### config.mk
export PLATFORM = sky130hd
export DESIGN_NAME = counter_ext_flat
export DESIGN_NICKNAME = d
export VERILOG_FILES = /design/src/rtl/counter_ext_pkg.sv /design/src/rtl/counter_ext_if.sv /design/src/rtl/counter_ext_edge_detect.sv /design/src/rtl/counter_ext.sv /design/src/flat_wrapper.sv
export SDC_FILE = /design/constraint.sdc
export NUM_CORES = 1
export LEC_CHECK = 0
export ABC_AREA = 0
export ABC_CLOCK_PERIOD_IN_PS = 8109
export BUFFER_PORTS_ARGS = -buffer_cell sky130_fd_sc_hd__buf_4
export CAP_MARGIN = 20
export CORE_MARGIN = 2
export CORE_UTILIZATION = 43
export DETAILED_ROUTE_END_ITERATION = 8
export GPL_TIMING_DRIVEN = 0
export PLACE_DENSITY_LB_ADDON = 0.2
export RECOVER_POWER = 100
export REMOVE_ABC_BUFFERS = 1
export SLEW_MARGIN = 0
export SYNTH_ARGS = -nofsm -noshare
export SYNTH_HDL_FRONTEND = slang
export SYNTH_SLANG_ARGS = --single-unit
### constraint.sdc
create_clock -name clk_i -period 8.11 [get_ports clk_i]
set_clock_uncertainty 0.2 [all_clocks]
set_input_delay 0.811 -clock clk_i [delete_from_list [all_inputs] [get_ports clk_i]]
set_output_delay 0.811 -clock clk_i [all_outputs]
set_load 0.02 [all_outputs]
### src/rtl/counter_ext_pkg.sv
// ----------------------------------------------------------------------------
// counter_ext_pkg : mode and direction encodings for counter_ext  (rev 1.0)
// ----------------------------------------------------------------------------
`default_nettype none

package counter_ext_pkg;

  localparam logic MODE_WRAP = 1'b0;
  localparam logic MODE_SAT  = 1'b1;
  localparam logic DIR_UP    = 1'b0;
  localparam logic DIR_DOWN  = 1'b1;

endpackage

`default_nettype wire

### src/rtl/counter_ext_if.sv
// ----------------------------------------------------------------------------
// counter_ext_if : bit-bus, register and position-bus signals of counter_ext  (rev 1.0)
// ----------------------------------------------------------------------------
`default_nettype none

interface counter_ext_if #(
  parameter int WIDTH      = 32,
  parameter int STEP_WIDTH = 32
);

  logic                  enable_i;
  logic                  trigger_i;
  logic                  dir_i;
  logic [WIDTH-1:0]      START;
  logic                  START_WSTB;
  logic [STEP_WIDTH-1:0] STEP;
  logic                  STEP_WSTB;
  logic [WIDTH-1:0]      MIN;
  logic [WIDTH-1:0]      MAX;
  logic                  MODE;
  logic [WIDTH-1:0]      out_o;
  logic                  carry_o;
  logic                  ovf_o;

  modport master (
    output enable_i, trigger_i, dir_i, START, START_WSTB, STEP, STEP_WSTB,
           MIN, MAX, MODE,
    input  out_o, carry_o, ovf_o
  );

  modport slave (
    input  enable_i, trigger_i, dir_i, START, START_WSTB, STEP, STEP_WSTB,
           MIN, MAX, MODE,
    output out_o, carry_o, ovf_o
  );

endinterface

`default_nettype wire

### src/rtl/counter_ext_edge_detect.sv
// ----------------------------------------------------------------------------
// edge_detect : rising-edge detector with synchronous active-low clear  (rev 1.0)
// ----------------------------------------------------------------------------
`default_nettype none

module edge_detect (
  input  wire logic clk_i,
  input  wire logic reset_n_i,
  input  wire logic d_i,
  output logic      re_o
);

  logic d_q;

  always_ff @(posedge clk_i) begin
    if (!reset_n_i) begin
      d_q <= 1'b0;
    end else begin
      d_q <= d_i;
    end
  end

  assign re_o = d_i & ~d_q;

endmodule

`default_nettype wire

### src/rtl/counter_ext.sv
// ----------------------------------------------------------------------------
// counter_ext : up/down counter with MIN/MAX limits, wrap/saturate, sticky overflow  (rev 1.0)
// ----------------------------------------------------------------------------
`default_nettype none

module counter_ext
  import counter_ext_pkg::*;
#(
  parameter int WIDTH      = 32,
  parameter int STEP_WIDTH = 32
) (
  input wire logic      clk_i,
  input wire logic      reset_n_i,
  counter_ext_if.slave  bus
);

  logic                  trig_re;
  logic                  en_re;
  logic [WIDTH-1:0]      out_q;
  logic [WIDTH-1:0]      out_d;
  logic                  carry_q;
  logic                  carry_d;
  logic                  ovf_q;
  logic [STEP_WIDTH-1:0] step_q;

  // Arithmetic at WIDTH+1 bits so sums and MIN+step cannot overflow
  logic [WIDTH:0] w_cur;
  logic [WIDTH:0] w_stp;
  logic [WIDTH:0] w_min;
  logic [WIDTH:0] w_max;
  logic [WIDTH:0] w_rng;
  logic [WIDTH:0] w_sum;
  logic [WIDTH:0] w_sub;
  logic [WIDTH:0] w_dn_lim;
  logic [WIDTH:0] w_up_wrap;
  logic [WIDTH:0] w_dn_wrap;

  edge_detect u_trig_edge (
    .clk_i     (clk_i),
    .reset_n_i (reset_n_i),
    .d_i       (bus.trigger_i),
    .re_o      (trig_re)
  );

  edge_detect u_en_edge (
    .clk_i     (clk_i),
    .reset_n_i (reset_n_i),
    .d_i       (bus.enable_i),
    .re_o      (en_re)
  );

  always_comb begin
    w_stp                   = '0;
    w_stp[STEP_WIDTH-1:0]   = step_q;
  end

  assign w_cur     = {1'b0, out_q};
  assign w_min     = {1'b0, bus.MIN};
  assign w_max     = {1'b0, bus.MAX};
  assign w_rng     = w_max - w_min + 1'b1;
  assign w_sum     = w_cur + w_stp;
  assign w_sub     = w_cur - w_stp;
  assign w_dn_lim  = w_min + w_stp;
  assign w_up_wrap = w_sum - w_rng;
  assign w_dn_wrap = w_sub + w_rng;

  always_comb begin
    out_d   = out_q;
    carry_d = 1'b0;
    if (bus.dir_i == DIR_UP) begin
      if (w_sum > w_max) begin
        if (bus.MODE == MODE_WRAP) begin
          out_d   = w_up_wrap[WIDTH-1:0];
          carry_d = 1'b1;
        end else begin
          out_d   = bus.MAX;
          carry_d = (out_q != bus.MAX);
        end
      end else begin
        out_d   = w_sum[WIDTH-1:0];
        carry_d = (bus.MODE == MODE_SAT) && (w_sum == w_max);
      end
    end else begin
      if (w_cur < w_dn_lim) begin
        if (bus.MODE == MODE_WRAP) begin
          out_d   = w_dn_wrap[WIDTH-1:0];
          carry_d = 1'b1;
        end else begin
          out_d   = bus.MIN;
          carry_d = (out_q != bus.MIN);
        end
      end else begin
        out_d   = w_sub[WIDTH-1:0];
        carry_d = (bus.MODE == MODE_SAT) && (w_sub == w_min);
      end
    end
  end

  // STEP_WSTB is independent of the load/count priority; a same-cycle count sees the old step
  always_ff @(posedge clk_i) begin
    if (!reset_n_i) begin
      out_q   <= '0;
      carry_q <= 1'b0;
      ovf_q   <= 1'b0;
      step_q  <= STEP_WIDTH'(1);
    end else begin
      if (bus.STEP_WSTB) begin
        step_q <= bus.STEP;
      end
      if (bus.START_WSTB || en_re) begin
        out_q   <= bus.START;
        carry_q <= 1'b0;
        ovf_q   <= 1'b0;
      end else if (bus.enable_i && trig_re) begin
        out_q   <= out_d;
        carry_q <= carry_d;
        if (carry_d) begin
          ovf_q <= 1'b1;
        end
      end else begin
        carry_q <= 1'b0;
      end
    end
  end

  assign bus.out_o   = out_q;
  assign bus.carry_o = carry_q;
  assign bus.ovf_o   = ovf_q;

endmodule

`default_nettype wire

### src/flat_wrapper.sv
// flat-port wrapper written by rule: the top's interface ports become plain ports
module counter_ext_flat import counter_ext_pkg::*;
#(
  parameter int WIDTH      = 32,
  parameter int STEP_WIDTH = 32
)
  (clk_i, reset_n_i, bus_enable_i, bus_trigger_i, bus_dir_i, bus_START, bus_START_WSTB, bus_STEP, bus_STEP_WSTB, bus_MIN, bus_MAX, bus_MODE, bus_out_o, bus_carry_o, bus_ovf_o);
  counter_ext_if #(.WIDTH(WIDTH), .STEP_WIDTH(STEP_WIDTH)) bus_i ();
  input wire logic clk_i;
  input wire logic reset_n_i;
  input wire logic [$bits(bus_i.enable_i)-1:0] bus_enable_i;
  input wire logic [$bits(bus_i.trigger_i)-1:0] bus_trigger_i;
  input wire logic [$bits(bus_i.dir_i)-1:0] bus_dir_i;
  input wire logic [$bits(bus_i.START)-1:0] bus_START;
  input wire logic [$bits(bus_i.START_WSTB)-1:0] bus_START_WSTB;
  input wire logic [$bits(bus_i.STEP)-1:0] bus_STEP;
  input wire logic [$bits(bus_i.STEP_WSTB)-1:0] bus_STEP_WSTB;
  input wire logic [$bits(bus_i.MIN)-1:0] bus_MIN;
  input wire logic [$bits(bus_i.MAX)-1:0] bus_MAX;
  input wire logic [$bits(bus_i.MODE)-1:0] bus_MODE;
  output wire logic [$bits(bus_i.out_o)-1:0] bus_out_o;
  output wire logic [$bits(bus_i.carry_o)-1:0] bus_carry_o;
  output wire logic [$bits(bus_i.ovf_o)-1:0] bus_ovf_o;
  assign bus_i.enable_i = bus_enable_i;
  assign bus_i.trigger_i = bus_trigger_i;
  assign bus_i.dir_i = bus_dir_i;
  assign bus_i.START = bus_START;
  assign bus_i.START_WSTB = bus_START_WSTB;
  assign bus_i.STEP = bus_STEP;
  assign bus_i.STEP_WSTB = bus_STEP_WSTB;
  assign bus_i.MIN = bus_MIN;
  assign bus_i.MAX = bus_MAX;
  assign bus_i.MODE = bus_MODE;
  assign bus_out_o = bus_i.out_o;
  assign bus_carry_o = bus_i.carry_o;
  assign bus_ovf_o = bus_i.ovf_o;
  counter_ext #(.WIDTH(WIDTH), .STEP_WIDTH(STEP_WIDTH)) u_core (.clk_i(clk_i), .reset_n_i(reset_n_i), .bus(bus_i));
endmodule
==> impl_metrics.csv <==
group,metric,value,unit
global_route,global_route_wire_length_before_repair,106000,um
layout,filler_cell_count,4245,
synth,ys_ff_latch,68,
floorplan,full_die_area,0.04373,mm2
timing,post-route-period-util,94.39,%
clocking,ctsRootBufferMaster,"sky130_fd_sc_hd__clkbuf_16",
timing,grt_setup_unrepaired,"false",
layout,finalCoreUtilization,47.47,%
critical_path,crit_end_element,"flop",
critical_path,timing.critical_path.from_type,"flop",
critical_path,timing.critical_path.max_delay_family,"compound AO/OA/AOI/OAI gates",
placement,numPlacedInstances,3070,
synth,synth_compound_gate_area_share,30.45,%
synth,adder_cell_share_of_the_synthesized_area,19.45,%
floorplan,floorplan.initialDensity,43.33,%
critical_path,timing_worst_setup_path_type,"reg2reg",
layout,final_cell_count_no_fill,3086,
synth,synth.mux.area_fraction,2.787,%
drt,drt.antenna.violating_nets,0,
placement,dp_worst_setup_slack,0.7902,ns
timing,final.min_clock_period,7.655,ns
synth,synthesis.instances,2454,
global_route,first_global_vias,18150,
synth,synth_simple_gate_area_share,19.83,%
floorplan,io_pins,170,
synth,synth_top_cell_area_share,17.98,%
run,max_cap_violations,1,
critical_path,critical_path.max_fanout,30,
timing,holdWs,0.2759,ns
clocking,tritoncts_buffers,9,
pwr,powerDensity,211.8,mW/mm2
synth,synthesis.area,0.01809,mm2
layout,n_diodes,0,
timing,worst_slew_pin_slew,2.211,ns
synth,synth_cell_types,127,
clocking,hold_buffers,0,
clocking,clock_tree.buffer_depth,2,
pwr,post-layout-total-power,4.198,mW
critical_path,regToRegStartpoint,"u_core.bus.out_o[0]",
worst_hold_path,hold_depth,1,
critical_path,slowest_cp_cell,"sky130_fd_sc_hd__a311oi_1",
critical_path,reg2reg_to,"u_core.bus.out_o[15]",
worst_hold_path,hold_worst_path_end,"u_core.bus.ovf_o",
synth,ys_async_sr_fraction,0,%
drt,postRouteWirelength,70030,um
global_route,antenna_found_initial,0,
synth,xor_xnor_fraction_of_synth_area,13.31,%
timing,setup_tns,0,ns
pwr,share_seq_of_total_power,10.1,%
synth,yosys-top-cells-count,"260 x sky130_fd_sc_hd__ha_1, 209 x sky130_fd_sc_hd__nor2_1, 203 x sky130_fd_sc_hd__a21oi_1, 203 x sky130_fd_sc_hd__xnor2_1, 196 x sky130_fd_sc_hd__inv_1",
critical_path,timing.reg2reg.setup_slack,0.45,ns
floorplan,fp.dieH,209.1,um
worst_hold_path,min-delay-start,"u_core.bus.ovf_o",
pwr,leakagePower,8.748,nW
clocking,clkTransAtPathRegs,0.07,ns
worst_hold_path,worst_hold_path_type,"reg2reg",
critical_path,crit_chain,"ha_1 -> fa_1 -> nor2b_4 -> o211ai_1 -> a2111oi_4 -> nor2_1 -> a311oi_1 -> inv_1 -> ha_1 -> nand4_1 -> nor2_1 -> o21ai_0 -> o2111a_1 -> a21oi_1 -> maj3_1 -> a221oi_1 -> o311a_1 -> nor2_4 -> nand2_1 -> o221ai_1 -> a31oi_1 -> a21oi_1 -> nor2_1",
synth,synth_most_common_cell,"sky130_fd_sc_hd__ha_1",
synth,synth-edff-count,0,
clocking,clkSinkCount,68,
placement,dpl_cell_area,0.01972,mm2
critical_path,timing.critical_path.slowest_cell_delay,0.93,ns
critical_path,data_arrival_time_of_the_worst_path,7.66,ns
pwr,net-switching-power,2.299,mW
critical_path,worstPathRequired,8.11,ns
clocking,worst_skew_pair.late_latency,0.38,ns
timing,final_slew_violations,53,
drt,detailedRoute.firstPassIterationCount,6,
drt,routed_wire_length_per_instance,22.69,um
layout,drive_above_1_share,10.13,%
global_route,maximum_number_of_pins_on_one_net_before_global_route_repair,90,
synth,synth.yosys.seq_area_share,7.524,%
layout,area_growth_syn_to_layout,9.557,%
critical_path,critical_path.most_common_cell,"sky130_fd_sc_hd__nor2_1",
timing,slew_headroom,-48.19,%
synth,synthDominantAreaCellType,"sky130_fd_sc_hd__ha_1",
timing,setup_viol,0,
critical_path,worstPathBufferInverterCount,1,
synth,postSynth.topFlopCell,"sky130_fd_sc_hd__dfxtp_1",
synth,synth.avg_cell_area,7.373,um2
pwr,fraction_of_power_consumed_by_combinational_cells,80.7,%
clocking,cts-htree-levels,3,
timing,worst_slack,0.4549,ns
floorplan,fp-row-count,75,
status,status,"finished, violations left",
pwr,clock_power_share,9.2,%
timing,hold_viol,0,
clocking,cts_resized,0,
critical_path,critPathLaunch,"u_core.bus.out_o[0]",
layout,layout.cell_area.non_filler,0.01982,mm2
global_route,global_route.usage.total,31.52,%
drt,drt-vias-per-instance,6.303,
synth,largest_family_of_logic_cells_by_synthesized_area,"compound AO/OA/AOI/OAI gates",
clocking,tritoncts,"done",
critical_path,reg2regPathDepth,23,
floorplan,fp.dieW,209.1,um
status,failing_checks,"capacitance limit, slew limit",
synth,synthesis.yosys.warnings,0,
pwr,vdd.ir_drop.worst,128.2,uV
pwr,power_switching_share,54.77,%
global_route,gr-total-overflow,0,
pwr,internal_power,1.899,mW
placement,detailed_placer_s_ending_hpwl,57790,um
layout,finalNetCount,2944,
floorplan,design.core.area,0.04176,mm2
drt,num_vias,19450,
synth,synth_top_cells_by_area,"sky130_fd_sc_hd__ha_1 18%, sky130_fd_sc_hd__xnor2_1 9.8%, sky130_fd_sc_hd__dfxtp_1 7.5%, sky130_fd_sc_hd__a21oi_1 5.6%, sky130_fd_sc_hd__nor2_1 4.3%",
placement,finalWeightedCongestion,1.020,
timing,maxClockFrequency,130.6,MHz
drt,post-route-drc-count,0,
drt,drt-initial-drc-count,2115,
placement,port-buffer-count,169,
clocking,post_cts.repair.setup_buffers,0,
==> logic make-up (layout without fill, tap and decap cells) <==
| group | count (synthesis) | count (layout) |
|---|---|---|
| DFF | 68 | 68 |
| muxes | 50 | 50 |
| buffers and inverters | 305 | 398 |
| adders and majority gates | 280 | 280 |
| and+or+nand+nor | 711 | 711 |
| AOI/OAI and AO/OA | 778 | 778 |
| xor gates and xnor gates | 262 | 262 |
==> routing by layer <==
layer | vias to the layer above | part of all wire, % | GRT usage [%]
met3 | 120 | 9.5 | 4.974
met1 | 9211 | 46 | 45.89
met5 | - | 0 | 0
li1 | 9187 | - | -
met2 | 934 | 41 | 45.90
met4 | 0 | 4.0 | 12.66
==> power by group through the flow <==
| stage | logic (mW) | registers (mW) | clock network (mW) |
|---|---|---|---|
| final | 3.39 | 0.425 | 0.387 |
| after global routing | 3.69 | 0.429 | 0.401 |
| after CTS | 3.31 | 0.423 | 0.388 |
| after detailed placement | 3.29 | 0.431 | 0 |
| after global placement | 3.24 | 0.430 | 0 |
| after floorplan | 2.43 | 0.421 | 0 |
==> cell usage in the layout, fill, tap and decap left out, types with 9 or more instances in the layout <==
| cell type | instances |
|---|---|
| sky130_fd_sc_hd__ha_1 | 260 |
| sky130_fd_sc_hd__nor2_1 | 208 |
| sky130_fd_sc_hd__xnor2_1 | 203 |
| sky130_fd_sc_hd__a21oi_1 | 202 |
| sky130_fd_sc_hd__inv_1 | 196 |
| sky130_fd_sc_hd__nand2_1 | 155 |
| sky130_fd_sc_hd__buf_4 | 135 |
| sky130_fd_sc_hd__o21ai_0 | 103 |
| sky130_fd_sc_hd__o211ai_1 | 70 |
| sky130_fd_sc_hd__dfxtp_1 | 68 |
| sky130_fd_sc_hd__a21o_1 | 62 |
| sky130_fd_sc_hd__nor3_1 | 56 |
| sky130_fd_sc_hd__nand3_1 | 52 |
| sky130_fd_sc_hd__xor2_1 | 47 |
| sky130_fd_sc_hd__mux2i_1 | 47 |
| sky130_fd_sc_hd__nand4_1 | 37 |
| sky130_fd_sc_hd__clkbuf_1 | 37 |
| sky130_fd_sc_hd__nand2b_1 | 33 |
| sky130_fd_sc_hd__a211oi_1 | 31 |
| sky130_fd_sc_hd__nor2b_1 | 27 |
| sky130_fd_sc_hd__o21a_1 | 26 |
| sky130_fd_sc_hd__o221ai_1 | 24 |
| sky130_fd_sc_hd__a31oi_1 | 23 |
| sky130_fd_sc_hd__o21bai_1 | 21 |
| sky130_fd_sc_hd__and2_1 | 20 |
| sky130_fd_sc_hd__and3_1 | 20 |
| sky130_fd_sc_hd__o21ai_1 | 19 |
| sky130_fd_sc_hd__nor4_1 | 17 |
| sky130_fd_sc_hd__or3_1 | 17 |
| sky130_fd_sc_hd__a221oi_1 | 14 |
| sky130_fd_sc_hd__o31ai_1 | 13 |
| sky130_fd_sc_hd__or2_2 | 12 |
| sky130_fd_sc_hd__a311oi_1 | 11 |
| sky130_fd_sc_hd__a211o_1 | 11 |
| sky130_fd_sc_hd__o311ai_0 | 10 |
| sky130_fd_sc_hd__o22ai_1 | 10 |
| sky130_fd_sc_hd__maj3_1 | 10 |
| sky130_fd_sc_hd__clkbuf_16 | 9 |
==> flip-flops by register name, summed over array words and instances, names as in the netlist <==
register and flops:
u_core.u_trig_edge.d_q 1, u_core.bus.out_o 32, u_core.bus.carry_o 1, u_core.bus.ovf_o 1, u_core.step_q 32, u_core.u_en_edge.d_q 1
==> area by class of cell <==
type / count / area (um2) / area share [%]
clock inverters: 5 / 27.53 / 0.1389
inverters: 206 / 775.7 / 3.914
flip-flops and latches: 68 / 1361 / 6.868
repair buffers: 176 / 1206 / 6.085
clock buffers: 11 / 242.7 / 1.225
well taps: 539 / 674.4 / 3.402
multi-input cells: 2081 / 15530 / 78.37
==> worst max-delay path by stage <==
stage / endpoint / slack (ns) / cells after the start
after floorplan: u_core.bus.out_o[22] / 1.09 / 25
after detailed placement: u_core.bus.out_o[24] / 0.79 / 26
after CTS: u_core.bus.ovf_o / 0.84 / 20
after global routing: u_core.bus.out_o[7] / 0.12 / 27
after global placement: u_core.bus.out_o[21] / -0.93 / 26
final: u_core.bus.out_o[15] / 0.45 / 23
==> worst reg2reg max path: stages (launching register included) <==
cell	delay (ns)
sky130_fd_sc_hd__dfxtp_1	0.51
sky130_fd_sc_hd__ha_1	0.24
sky130_fd_sc_hd__fa_1	0.21
sky130_fd_sc_hd__nor2b_4	0.16
sky130_fd_sc_hd__o211ai_1	0.21
sky130_fd_sc_hd__a2111oi_4	0.63
sky130_fd_sc_hd__nor2_1	0.10
sky130_fd_sc_hd__a311oi_1	0.93
sky130_fd_sc_hd__inv_1	0.17
sky130_fd_sc_hd__ha_1	0.35
sky130_fd_sc_hd__nand4_1	0.12
sky130_fd_sc_hd__nor2_1	0.18
sky130_fd_sc_hd__o21ai_0	0.16
sky130_fd_sc_hd__o2111a_1	0.18
sky130_fd_sc_hd__a21oi_1	0.25
sky130_fd_sc_hd__maj3_1	0.22
sky130_fd_sc_hd__a221oi_1	0.08
sky130_fd_sc_hd__o311a_1	0.39
sky130_fd_sc_hd__nor2_4	0.74
sky130_fd_sc_hd__nand2_1	0.58
sky130_fd_sc_hd__o221ai_1	0.52
sky130_fd_sc_hd__a31oi_1	0.16
sky130_fd_sc_hd__a21oi_1	0.13
sky130_fd_sc_hd__nor2_1	0.05
No activity file was read; power rests on OpenSTA's default activity.
